## config.mk

```make
export PLATFORM = sky130hd
export DESIGN_NAME = id_ex_stage
export DESIGN_NICKNAME = d
export VERILOG_FILES = /design/src/rtl/id_ex_stage.sv
export SDC_FILE = /design/constraint.sdc
export NUM_CORES = 1
export LEC_CHECK = 0
export ABC_AREA = 1
export CORE_AREA = 2 2 144 146
export DETAILED_ROUTE_END_ITERATION = 7
export DIE_AREA = 0 0 146 148
export GPL_TIMING_DRIVEN = 0
export PLACE_DENSITY = 0.63
export SETUP_SLACK_MARGIN = 0.05
export SLEW_MARGIN = 25
export SYNTH_ARGS = -nofsm -noshare
export SYNTH_HDL_FRONTEND = slang
export SYNTH_SLANG_ARGS = --single-unit
```

## constraint.sdc

```tcl
create_clock -name i_clk -period 1.8 [get_ports i_clk]
set_input_delay 0.18 -clock i_clk [delete_from_list [all_inputs] [get_ports i_clk]]
set_output_delay 0.18 -clock i_clk [all_outputs]
set_load 0.005 [all_outputs]
```

## src/rtl/id_ex_stage.sv

```systemverilog
// rtl/id_ex_stage.sv - ID/EX pipeline register with operand forwarding and load-use stall.
// Define OPERAND_FWD_EN to enable MEM/WB forwarding into EX; otherwise RAW hazards stall.
module id_ex_stage #(
  parameter int DATA_WIDTH     = 32,
  parameter int SEL_WIDTH      = 4,
  parameter int REG_ADDR_WIDTH = 5
) (
  input  logic                      i_clk,
  input  logic                      i_rst_n,
  input  logic                      i_flush,
  input  logic                      i_id_valid,
  input  logic [DATA_WIDTH-1:0]     i_id_pc,
  input  logic [DATA_WIDTH-1:0]     i_id_rs1_data,
  input  logic [DATA_WIDTH-1:0]     i_id_rs2_data,
  input  logic [DATA_WIDTH-1:0]     i_id_imm,
  input  logic [REG_ADDR_WIDTH-1:0] i_id_rs1_addr,
  input  logic [REG_ADDR_WIDTH-1:0] i_id_rs2_addr,
  input  logic [REG_ADDR_WIDTH-1:0] i_id_rd_addr,
  input  logic [SEL_WIDTH-1:0]      i_id_alu_sel,
  input  logic                      i_id_src_a_pc,
  input  logic                      i_id_src_b_imm,
  input  logic                      i_id_reg_write,
  input  logic                      i_id_mem_read,
  input  logic [REG_ADDR_WIDTH-1:0] i_mem_rd_addr,
  input  logic                      i_mem_reg_write,
  input  logic [DATA_WIDTH-1:0]     i_mem_data,
  input  logic [REG_ADDR_WIDTH-1:0] i_wb_rd_addr,
  input  logic                      i_wb_reg_write,
  input  logic [DATA_WIDTH-1:0]     i_wb_data,
  output logic                      o_stall_id,
  output logic                      o_ex_valid,
  output logic [DATA_WIDTH-1:0]     o_alu_src_a,
  output logic [DATA_WIDTH-1:0]     o_alu_src_b,
  output logic [SEL_WIDTH-1:0]      o_alu_sel,
  output logic [DATA_WIDTH-1:0]     o_ex_store_data,
  output logic [DATA_WIDTH-1:0]     o_ex_pc,
  output logic [REG_ADDR_WIDTH-1:0] o_ex_rd_addr,
  output logic                      o_ex_reg_write,
  output logic                      o_ex_mem_read
);

  logic                      ex_valid_q;
  logic [DATA_WIDTH-1:0]     ex_pc_q;
  logic [DATA_WIDTH-1:0]     ex_rs1_data_q;
  logic [DATA_WIDTH-1:0]     ex_rs2_data_q;
  logic [DATA_WIDTH-1:0]     ex_imm_q;
  logic [REG_ADDR_WIDTH-1:0] ex_rs1_addr_q;
  logic [REG_ADDR_WIDTH-1:0] ex_rs2_addr_q;
  logic [REG_ADDR_WIDTH-1:0] ex_rd_addr_q;
  logic [SEL_WIDTH-1:0]      ex_alu_sel_q;
  logic                      ex_src_a_pc_q;
  logic                      ex_src_b_imm_q;
  logic                      ex_reg_write_q;
  logic                      ex_mem_read_q;

  logic                      load_use;
  logic                      hazard;
  logic                      bubble;
  logic [DATA_WIDTH-1:0]     cap_rs1;
  logic [DATA_WIDTH-1:0]     cap_rs2;
  logic [DATA_WIDTH-1:0]     fwd_rs1;
  logic [DATA_WIDTH-1:0]     fwd_rs2;

  assign load_use = ex_valid_q & ex_mem_read_q & (ex_rd_addr_q != '0) & i_id_valid &
                    ((i_id_rs1_addr == ex_rd_addr_q) | (i_id_rs2_addr == ex_rd_addr_q));

`ifdef OPERAND_FWD_EN
  assign hazard = load_use;
`else
  // Without forwarding, any in-flight producer of an ID source must drain first.
  logic rs1_dep;
  logic rs2_dep;
  assign rs1_dep = (i_id_rs1_addr != '0) &
                   ((ex_reg_write_q & (i_id_rs1_addr == ex_rd_addr_q)) |
                    (i_mem_reg_write & (i_id_rs1_addr == i_mem_rd_addr)));
  assign rs2_dep = (i_id_rs2_addr != '0) &
                   ((ex_reg_write_q & (i_id_rs2_addr == ex_rd_addr_q)) |
                    (i_mem_reg_write & (i_id_rs2_addr == i_mem_rd_addr)));
  assign hazard  = load_use | (i_id_valid & (rs1_dep | rs2_dep));
`endif

  assign o_stall_id = i_rst_n & hazard & ~i_flush;
  assign bubble     = i_flush | hazard;

  // WB writes the regfile this same cycle, so the read port still shows stale data.
  assign cap_rs1 = (i_wb_reg_write && (i_wb_rd_addr != '0) && (i_wb_rd_addr == i_id_rs1_addr))
                   ? i_wb_data : i_id_rs1_data;
  assign cap_rs2 = (i_wb_reg_write && (i_wb_rd_addr != '0) && (i_wb_rd_addr == i_id_rs2_addr))
                   ? i_wb_data : i_id_rs2_data;

  always_ff @(posedge i_clk) begin
    if (!i_rst_n) begin
      ex_valid_q     <= 1'b0;
      ex_pc_q        <= '0;
      ex_rs1_data_q  <= '0;
      ex_rs2_data_q  <= '0;
      ex_imm_q       <= '0;
      ex_rs1_addr_q  <= '0;
      ex_rs2_addr_q  <= '0;
      ex_rd_addr_q   <= '0;
      ex_alu_sel_q   <= '0;
      ex_src_a_pc_q  <= 1'b0;
      ex_src_b_imm_q <= 1'b0;
      ex_reg_write_q <= 1'b0;
      ex_mem_read_q  <= 1'b0;
    end else begin
      ex_pc_q        <= i_id_pc;
      ex_rs1_data_q  <= cap_rs1;
      ex_rs2_data_q  <= cap_rs2;
      ex_imm_q       <= i_id_imm;
      ex_rs1_addr_q  <= i_id_rs1_addr;
      ex_rs2_addr_q  <= i_id_rs2_addr;
      ex_rd_addr_q   <= i_id_rd_addr;
      ex_src_a_pc_q  <= i_id_src_a_pc;
      ex_src_b_imm_q <= i_id_src_b_imm;
      if (bubble) begin
        ex_valid_q     <= 1'b0;
        ex_reg_write_q <= 1'b0;
        ex_mem_read_q  <= 1'b0;
        ex_alu_sel_q   <= '0;
      end else begin
        ex_valid_q     <= i_id_valid;
        ex_reg_write_q <= i_id_reg_write;
        ex_mem_read_q  <= i_id_mem_read;
        ex_alu_sel_q   <= i_id_alu_sel;
      end
    end
  end

`ifdef OPERAND_FWD_EN
  always_comb begin
    fwd_rs1 = ex_rs1_data_q;
    if (i_mem_reg_write && (i_mem_rd_addr != '0) && (i_mem_rd_addr == ex_rs1_addr_q))
      fwd_rs1 = i_mem_data;
    else if (i_wb_reg_write && (i_wb_rd_addr != '0) && (i_wb_rd_addr == ex_rs1_addr_q))
      fwd_rs1 = i_wb_data;
  end

  always_comb begin
    fwd_rs2 = ex_rs2_data_q;
    if (i_mem_reg_write && (i_mem_rd_addr != '0) && (i_mem_rd_addr == ex_rs2_addr_q))
      fwd_rs2 = i_mem_data;
    else if (i_wb_reg_write && (i_wb_rd_addr != '0) && (i_wb_rd_addr == ex_rs2_addr_q))
      fwd_rs2 = i_wb_data;
  end
`else
  logic unused_nofwd;
  assign unused_nofwd = ^{i_mem_data, ex_rs1_addr_q, ex_rs2_addr_q};
  assign fwd_rs1 = ex_rs1_data_q;
  assign fwd_rs2 = ex_rs2_data_q;
`endif

  assign o_ex_valid      = ex_valid_q;
  assign o_alu_src_a     = ex_src_a_pc_q ? ex_pc_q : fwd_rs1;
  assign o_alu_src_b     = ex_src_b_imm_q ? ex_imm_q : fwd_rs2;
  assign o_alu_sel       = ex_alu_sel_q;
  assign o_ex_store_data = fwd_rs2;
  assign o_ex_pc         = ex_pc_q;
  assign o_ex_rd_addr    = ex_rd_addr_q;
  assign o_ex_reg_write  = ex_reg_write_q;
  assign o_ex_mem_read   = ex_mem_read_q;

endmodule

```

* Word-level counts from Yosys, hierarchy flattened
Cells that the tools add are included.
Word-level totals: output and inout port bits 141, flip-flop bits (word level) 142
Operators by class: reductions and logical operators 8, bitwise operators 21, mux-type cells 4, equality and inequality tests 6
Operator list (count):
- 2-to-1 mux 32 bit | 4
- equality test 5 bit | 6
- nonzero test 5 bit | 4
- bitwise AND 1 bit | 13
- OR 1 bit | 6
- logical AND 1 bit | 3
- NOT 1 bit | 2
- OR reduction 2 bit | 1

* Logic depth before layout (Yosys ltp)
Gate-level depths: netlist of run 1.
depth in word-level cells 9, mapped depth 11, mapped depth without buffers 11

* Worst setup path before layout of run 1
Ideal clock, no wire load.
path kind reg-to-output, from reg ex_rd_addr_q[0], in the netlist o_ex_rd_addr[0], to out o_stall_id, stages on the path, launching flop included 11, setup slack 0.499 ns, data required time 1.620 ns, path buffers 0, arrival time 1.121 ns, cells stage by stage dfxtp_1 inv_1 nand2_1 nand2_1 nor2_1 nand4_1 nand2_1 nand2_1 nand2_1 nand2_1 a21boi_0
Between the ends: cells in the longest elaborated chain, start to end 9
RTL lines:
- start, declared | RTL line 49 | logic [REG_ADDR_WIDTH-1:0] ex_rd_addr_q;
- start signal, assigned | RTL line 113 | ex_rd_addr_q <= i_id_rd_addr;
- equality test 5 bit, on equally long branches | RTL line 65, 74, 77
- bitwise AND 1 bit, on equally long branches | RTL line 74, 77
- OR 1 bit, on equally long branches | RTL line 74, 77
- bitwise AND 1 bit, on equally long branches | RTL line 73, 76
- OR 1 bit | RTL line 79 | assign hazard = load_use | (i_id_valid & (rs1_dep | rs2_dep));
- bitwise AND 1 bit | RTL line 79
- OR 1 bit (*) | RTL line 79
- bitwise AND 1 bit (*) (2 in a row) | RTL line 82 | assign o_stall_id = i_rst_n & hazard & ~i_flush;
- end, declared | RTL line 30 | output logic o_stall_id,
Every way passes the cells marked *; elsewhere a longest branch is shown, timed or not.

* Worst setup path after layout of run 1
from reg ex_rd_addr_q[1], in the netlist o_ex_rd_addr[1], to out o_stall_id
Same word-level chain as after synthesis.

==> summary.txt, run 1 <==
Status = complete, but fails checks
Failing checks = negative setup slack
Synth Cell Area = 0.005717 mm2
Die X = 146 um
Routed Antenna Nets = 0
All-Layer GR Usage = 0.2137
Register area = 0.002867 mm2
Drt first pass iters = 5
Footprint of the multi-input gates = 0.002452 mm2
Cell total after placement = 1311
Pwr Total = 8.692 mW
Max incr delay on CP = 0.37 ns
Max Slew Vio Count = 0
Final core utilization = 0.5237
First-pass GRT wire length = 34.52 mm
Initial Utilization = 0.2853
Filler instances = 1953
Number of antenna diodes = 0
Routability Congestion = 0.8809
RSZ-0062 raised after global routing = true
Final instance area = 0.01050 mm2
Most Crowded Layer GR = met2
Final Non-Filler Cells = 1367
Vias in the first global route = 5755
Synth area leader = dfxtp_1
Layout cells sized above 1 = 0.2060
Die Y = 148 um
CP required = 1.62 ns
Worst skew pair latency = 0.42 ns
Wirelength per Cell = 17.11 um
Setup crit start kind = register
Synth area leaders = dfxtp_1, mux2_2, nor2_1
Die area = 0.02161 mm2
Worst min path class = primary input to register
Post-DP Area = 0.009438 mm2
Worst Setup End Kind = primary output
Yosys top cell area share = 0.4973
Met1 Use GR = 0.2653
TritonCTS clock tree = yes
Largest net degree at the start of global routing = 17
Final setup fails = 1
H-tree Lvls = 4
Initial antenna violation count = 0
Slew @ Worst Pin = 0.6023 ns
Period utilization = 1.009
CTS Sinks = 142
Max cap viols = 0
Final WL = 23.39 mm
Num CTS Buffers = 17
Most used cell along the critical path = nand2_1
Worst-path clk slew = 0.06 ns
Crit-path cells = inv_4 > nand2_2 > nand2_2 > nor2_4 > nand4_1 > nand2_1 > nand2_1 > nand2_1 > nand2_1 > a21boi_1 > buf_2
Root buffer cell = clkbuf_16
Gate Count Post-Synth = 703
FMAX = 550.6 MHz
Met3 usage = 0.05093
Syn Area/Cell = 8.132 um2
Place WS = -0.5437 ns
Starting DRT DRC Count = 218
Setup ws final = -0.01609 ns
Cts hold-fix bufs = 0
CP max-delay cell = dfxtp_4
Area growth syn-to-layout = 83.59%
# IOs = 372
Grt total ovfl = 0
Core Area = 0.02004 mm2
FP Rows = 52
Warnings from Yosys = 0
Max VDD drop = 0.6089 mV
Seq/Total Area, Yosys = 0.4973
Critical path class = register to primary output
Worst-path fanout max = 4
Met2 Use GR = 0.3585
Max_slew headroom = 0.5985
Vias/cell = 4.205
# DRC = 0
Worst path arrival time = 1.64 ns
CTS Buffer Depth = 2
Post-synth cell types = 26
Pwr per Cell Area = 828.2 mW/mm2
PortBufs = 338
Final net count = 1315
Detailed Place HPWL = 18.09 mm
Most frequent cells in the layout = clkdlybuf4s50_1, nor2_1, dfxtp_1
Commonest non-fill, non-tap cell in the layout = clkdlybuf4s50_1
Minimum clock period = 1.816 ns
Hold Worst Slack = 0.2771 ns
Final hold vios = 0
Clock Skew = 0.003931 ns
Flops & latches, synth = 142
Via count = 5748
Syn Nets = 934
Leakage = 4.980 nW
Total Neg Setup Slack = -0.01609 ns
cells by family (layout without fill, tap and decap cells):
kind of cell | Yosys count | after routing | share of synthesized area
compound gates | 72 | 72 | 0.06391
xor+xnor | 16 | 16 | 0.02451
mux | 64 | 64 | 0.1261
buf+inv | 132 | 526 | 0.09849
simple gates | 277 | 277 | 0.1898
flops | 142 | 142 | 0.4973
registers in the layout, indices dropped and copies added (netlist names):
| signal | cells |
|---|---|
| ex_src_a_pc_q | 1 |
| o_ex_rd_addr | 5 |
| ex_imm_q | 32 |
| ex_rs1_data_q | 32 |
| ex_src_b_imm_q | 1 |
| o_ex_mem_read | 1 |
| o_ex_store_data | 32 |
| o_ex_pc | 32 |
| o_ex_valid | 1 |
| o_alu_sel | 4 |
| o_ex_reg_write | 1 |
what timing repair did:
item / in CTS / in global routing
pin swaps: 1 / 11
buffers inserted: 23 / 3
endpoints found under the setup margin: 65 / 49
resized for setup: 345 / 40
cloned: 4 / 0
power breakdown:
group | leakage [nW] | total (mW) | switching [mW] | internal [mW]
clock network | 0.290 | 3.73 | 1.48 | 2.25
registers | 1.19 | 3.40 | 0.0841 | 3.32
logic | 3.50 | 1.56 | 0.573 | 0.989
per-layer routing:
| layer | routed length [um] | part of all wire | up-vias |
|---|---|---|---|
| li1 | - | - | 2935 |
| met1 | 10050 | 0.43 | 2568 |
| met2 | 11310 | 0.48 | 205 |
| met3 | 1310 | 0.056 | 40 |
| met4 | 710 | 0.030 | 0 |
| met5 | 0 | 0 | - |
worst max-delay path: cells and delay by family, from the launching register on:
family                 cells  cell delay (ns)
AOI/OAI and AO/OA          1             0.13
buffers and inverters      2             0.16
DFF                        1             0.37
and+or+nand+nor            8             0.55
path summary, 6_finish.rpt:
| path | from | to | slack (ns) | cells past startpoint |
|---|---|---|---|---|
| max | o_ex_rd_addr[1]$_SDFF_PN0_ | o_stall_id | -0.02 | 11 |
| min | i_id_rd_addr[4] | o_ex_rd_addr[4]$_SDFF_PN0_ | 0.28 | 3 |
| max reg2reg | o_ex_rd_addr[0]$_SDFF_PN0_ | o_alu_sel[0]$_SDFF_PP0_ | 0.38 | 9 |
| min reg2reg | o_ex_valid$_SDFF_PP0_ | o_ex_valid$_SDFF_PP0_ | 0.94 | 5 |
final cells by class:
class                   count  area share
repair buffers            365      0.3423
plain buffers              32     0.02468
clock buffers              19     0.04220
well taps                 270     0.03219
inverters                  97     0.03517
multi-input cells         429      0.2337
flip-flops and latches    142      0.2731
clock inverters            13     0.01669
synth_stat cells, drive strengths merged:
library cell  instances
nor2                151
dfxtp               142
nand2               111
inv                  95
o21ai                69
mux2                 64
clkbuf               18
buf                  17
xor2                 14
nand3                 6
nand4                 3
nor4                  3
clkinv                2
nor3                  2
xnor2                 2
a21boi                1
a21oi                 1
and3                  1
o211ai                1
No activity file was read; power rests on OpenSTA's default activity.
==> run 2: changes to the inputs <==
--- a/config.mk
+++ b/config.mk
@@ -5,11 +5,12 @@
 export SDC_FILE = /design/constraint.sdc
 export NUM_CORES = 1
 export LEC_CHECK = 0
-export ABC_AREA = 1
-export CORE_AREA = 2 2 144 146
+export CAP_MARGIN = 5
+export CORE_AREA = 2 2 145 147
 export DETAILED_ROUTE_END_ITERATION = 7
-export DIE_AREA = 0 0 146 148
+export DIE_AREA = 0 0 147 149
 export GPL_TIMING_DRIVEN = 0
+export MAX_ROUTING_LAYER = met4
 export PLACE_DENSITY = 0.63
 export SETUP_SLACK_MARGIN = 0.05
 export SLEW_MARGIN = 25
==> run 2 against run 1 <==
  * The flow still finishes with violations (negative setup slack)
  * Hold slack improved by 0.031 ns
  * Combinational power is 3% higher
  * Core utilization is 0.48 points higher
  * Sequential cell count did not move
  * First-iteration DRC count fell by 37%
  * Sequential power is essentially flat
  * Non-clock buffer count up 9
  * Global-route usage is 0.77 points lower
  * Count of clock-buffer cells in the layout decreased by 1
  * Routed wire length fell by 6.1%
  * Final area rose by 3.5%
  * Clock skew shrank 0.00095 ns
  * Critical path type unchanged
  * Largest cell class unchanged
==> summary.txt, run 2 <==
Delay-heaviest family, CP = simple AND/OR/NAND/NOR gates
Vias in the first global route = 5513 (-4.2%)
Period utilization = 1.205 (+0.1962)
TritonCTS clock tree = yes
Starting DRT DRC Count = 138 (-37%)
CP max-delay cell = or4_4
Clock Skew = 0.002985 ns (-0.0009458 ns)
Synth area leaders = dfxtp_1, mux2_2, mux2i_1
H-tree Lvls = 4 (unchanged)
Syn Nets = 741 (-21%)
Detailed Place HPWL = 16.22 mm (-10%)
CP required = 1.62 ns (about the same)
Final WL = 21.95 mm (-6.1%)
Reg2reg start = o_ex_rd_addr[3]$_SDFF_PN0_
Vias/cell = 4.282 (+1.8%)
Post-synth cell types = 30 (+15%)
FP Rows = 53 (+1.9%)
Largest net degree at the start of global routing = 17 (unchanged)
Worst Setup End Kind = primary output
Max VDD drop = 0.6043 mV (-0.76%)
Max incr delay on CP = 0.53 ns (+0.16 ns)
Commonest non-fill, non-tap cell in the layout = clkdlybuf4s50_1
Worst min path class = primary input to register
Post-DP Area = 0.009518 mm2 (+0.85%)
Met2 Use GR = 0.3444 (-0.01412)
Worst setup path start = o_ex_rd_addr[3]$_SDFF_PN0_
Wirelength per Cell = 18.40 um (+7.6%)
Gate Count Post-Synth = 510 (-27%)
Routability Congestion = 0.8781 (-0.32%)
Seq/Total Area, Yosys = 0.4909 (-0.006339)
Number of antenna diodes = 0 (unchanged)
Most Crowded Layer GR = met2
Initial Utilization = 0.2817 (-0.003597)
FF-to-FF path depth = 6 (-3)
Worst path bufs/invs = 1 (-1)
Commonest cells post-synth = dfxtp_1, and2_1, nor2b_1, mux2_2, mux2i_1
Int Power = 6.608 mW (+0.76%)
Critical Path End = o_stall_id
Max_slew headroom = 0.5391 (-0.05935)
Die area = 0.02190 mm2 (+1.4%)
R2R setup slack = 0.10 ns (-0.28 ns)
Die Y = 149 um (+0.68%)
Final instance area = 0.01086 mm2 (+3.5%)
Synth area leader = dfxtp_1
RSZ-0062 raised after global routing = true
Drt first pass iters = 4 (-1)
Num CTS Buffers = 17 (unchanged)
Final setup fails = 4 (+3)
Failing checks = negative setup slack
All-Layer GR Usage = 0.2060 (-0.007743)
Final hold vios = 0 (unchanged)
Xor and xnor area share after synthesis = 0.04538 (+0.02086)
Compound-Gate Fraction of Synth Area = 0.01621 (-0.04770)
Area share of fa/ha/maj cells after synthesis = 0 (unchanged)
Pwr Total = 8.691 mW (about the same)
# IOs = 372 (unchanged)
Initial antenna violation count = 0 (unchanged)
Count leader, synth = dfxtp_1
Clk pwr share = 0.424 (-0.005)
Main synth FF type = dfxtp_1
Worst skew pair latency = 0.41 ns (about the same)
CTS Sinks = 142 (unchanged)
PortBufs = 338 (unchanged)
Max cap viols = 0 (unchanged)
Worst path arrival time = 1.99 ns (+0.35 ns)
Largest family of logic cells by synthesized area = multiplexers
Syn Area/Cell = 11.35 um2 (+40%)
Synth Cell Area = 0.005791 mm2 (+1.3%)
Number of flops mapped to enable cells by yosys = 0 (unchanged)
Flops & latches, synth = 142 (unchanged)
CTS Buffer Depth = 2 (unchanged)
Die X = 147 um (+0.68%)
Synth Area in Simple Gates = 0.1845 (-0.005228)
Final net count = 1136 (-14%)
Met3 usage = 0.05902 (+0.008095)
Slew @ Worst Pin = 0.6913 ns (+0.08902 ns)
Core Area = 0.02056 mm2 (+2.6%)
Critical path depth in cells = 6 (-5)
Register share of total power = 0.390 (about the same)
FMAX = 461.0 MHz (-16%)
Routed Antenna Nets = 0 (unchanged)
Status = complete, but fails checks
Root buffer cell = clkbuf_16
Layout cells sized above 1 = 0.2571 (+0.05106)
Worst-path fanout max = 2 (-2)
Net Sw Power = 2.084 mW (-2.3%)
Most frequent cells in the layout = clkdlybuf4s50_1, dfxtp_1, and2_1
Grt total ovfl = 0 (unchanged)
Critical path class = register to primary output
Yosys top cell area share = 0.4909 (-0.006339)
Crit Reg-Reg Endpoint = o_alu_sel[0]$_SDFF_PP0_
Setup ws final = -0.3692 ns (-0.3531 ns)
Worst-path clk slew = 0.06 ns (about the same)
Max Slew Vio Count = 0 (unchanged)
Sw Ratio = 0.2397 (-0.005751)
Post-synthesis mux area share = 0.2351 (+0.1090)
Ys async rst share = 0 (unchanged)
Warnings from Yosys = 0 (unchanged)
Met1 Use GR = 0.2410 (-0.02434)
Pwr per Cell Area = 800.0 mW/mm2 (-3.4%)
Crit-path cells = or4_4 > o2111a_1 > nand2_2 > and3_4 > a21oi_2 > buf_2
Minimum clock period = 2.169 ns (+0.3531 ns)
Combinational Power Share = 0.186 (+0.006)
Leakage = 4.333 nW (-13%)
Area growth syn-to-layout = 87.62%
Via count = 5109 (-11%)
# DRC = 0 (unchanged)
Cts hold-fix bufs = 0 (unchanged)
First-pass GRT wire length = 32.33 mm (-6.3%)
Setup crit start kind = register
[run 2: cell types whose count changed after synthesis, sizes merged, moves of 3 or more]
cell	previous run	this run
nor2	151	2
nand2	111	9
inv	95	1
and2	0	71
o21ai	69	3
nor2b	0	65
mux2i	0	64
xnor2	2	14
nor3	2	7
buf	17	13
or4	0	4
nand3	6	3
[run 2: timing repair]
action | in CTS | in global routing
gates cloned | 6 | 0
pin swaps | 6 | 7
endpoints found under the setup margin | 127 | 100
gates resized for setup | 378 | 76
setup buffers | 43 | 5
endpoints found under the hold margin | 0 | 0
[run 2: area by class of cell]
class | instances | area (um2)
Multi-Input combinational cell | 337 | 2989
Fill cell | 1876 | 9693
Timing Repair Buffer | 381 | 3855
Clock inverter | 14 | 181.4
Clock buffer | 18 | 429.2
Tap cell | 275 | 344.1
Sequential cell | 142 | 2865
Inverter | 1 | 3.754
Buffer | 25 | 196.4
[run 2: power by group through the flow]
stage,Sequential [mW],Clock (mW),Combinational (mW)
finish,3.39,3.68,1.61
global route,3.41,3.93,1.73
CTS,3.39,3.77,1.59
detailed placement,3.46,0,1.44
global placement,3.46,0,1.44
floorplan,3.45,0,0.444
[run 2: cells by family (layout without fill, tap and decap cells)]
| logic type | count (synthesis) | after routing |
|---|---|---|
| xor gates and xnor gates | 30 | 30 |
| AOI/OAI and AO/OA | 9 | 9 |
| and+or+nand+nor | 170 | 170 |
| muxes | 128 | 128 |
| buffers and inverters | 31 | 439 |
| DFF | 142 | 142 |
[run 2: stage by stage]
step | TNS [ns] | util | instances | hold slack [ns] | setup slack (ns)
after floorplan | 0 | - | 510 | 0.2983 | 0.1767
after global placement | -76.74 | 0.4630 | 1123 | 0.7176 | -0.9228
after detailed placement | -78.40 | 0.4630 | 1123 | 0.7278 | -0.8659
after CTS | -3.002 | 0.5245 | 1201 | 0.2831 | -0.3911
after global routing | -1.038 | 0.5285 | 1193 | 0.2951 | -0.4475
final | -0.5732 | 0.5285 | 1193 | 0.3081 | -0.3692
[run 2: worst min-delay path: stages]
cell	delay, ns
clkdlybuf4s50_1	0.40
nand2_1	0.06
nor3_1	0.04
[run 2: metal layers]
| metal | share of wire | vias up |
|---|---|---|
| met4 | 0.017 | 0 |
| met3 | 0.069 | 21 |
| met5 | 0 | - |
| met2 | 0.49 | 227 |
| li1 | - | 2499 |
| met1 | 0.42 | 2362 |
[run 2: worst min-delay path by stage]
stage / startpoint / end / slack (ns) / depth (start not counted)
after floorplan: i_id_alu_sel[0] / o_alu_sel[0]$_SDFF_PP0_ / 0.30 / 2
after global placement: i_id_alu_sel[3] / o_alu_sel[3]$_SDFF_PP0_ / 0.72 / 3
after detailed placement: i_id_mem_read / o_ex_mem_read$_SDFF_PP0_ / 0.73 / 3
after CTS: i_id_alu_sel[2] / o_alu_sel[2]$_SDFF_PP0_ / 0.28 / 3
after global routing: i_id_reg_write / o_ex_reg_write$_SDFF_PP0_ / 0.30 / 3
final: i_id_reg_write / o_ex_reg_write$_SDFF_PP0_ / 0.31 / 3
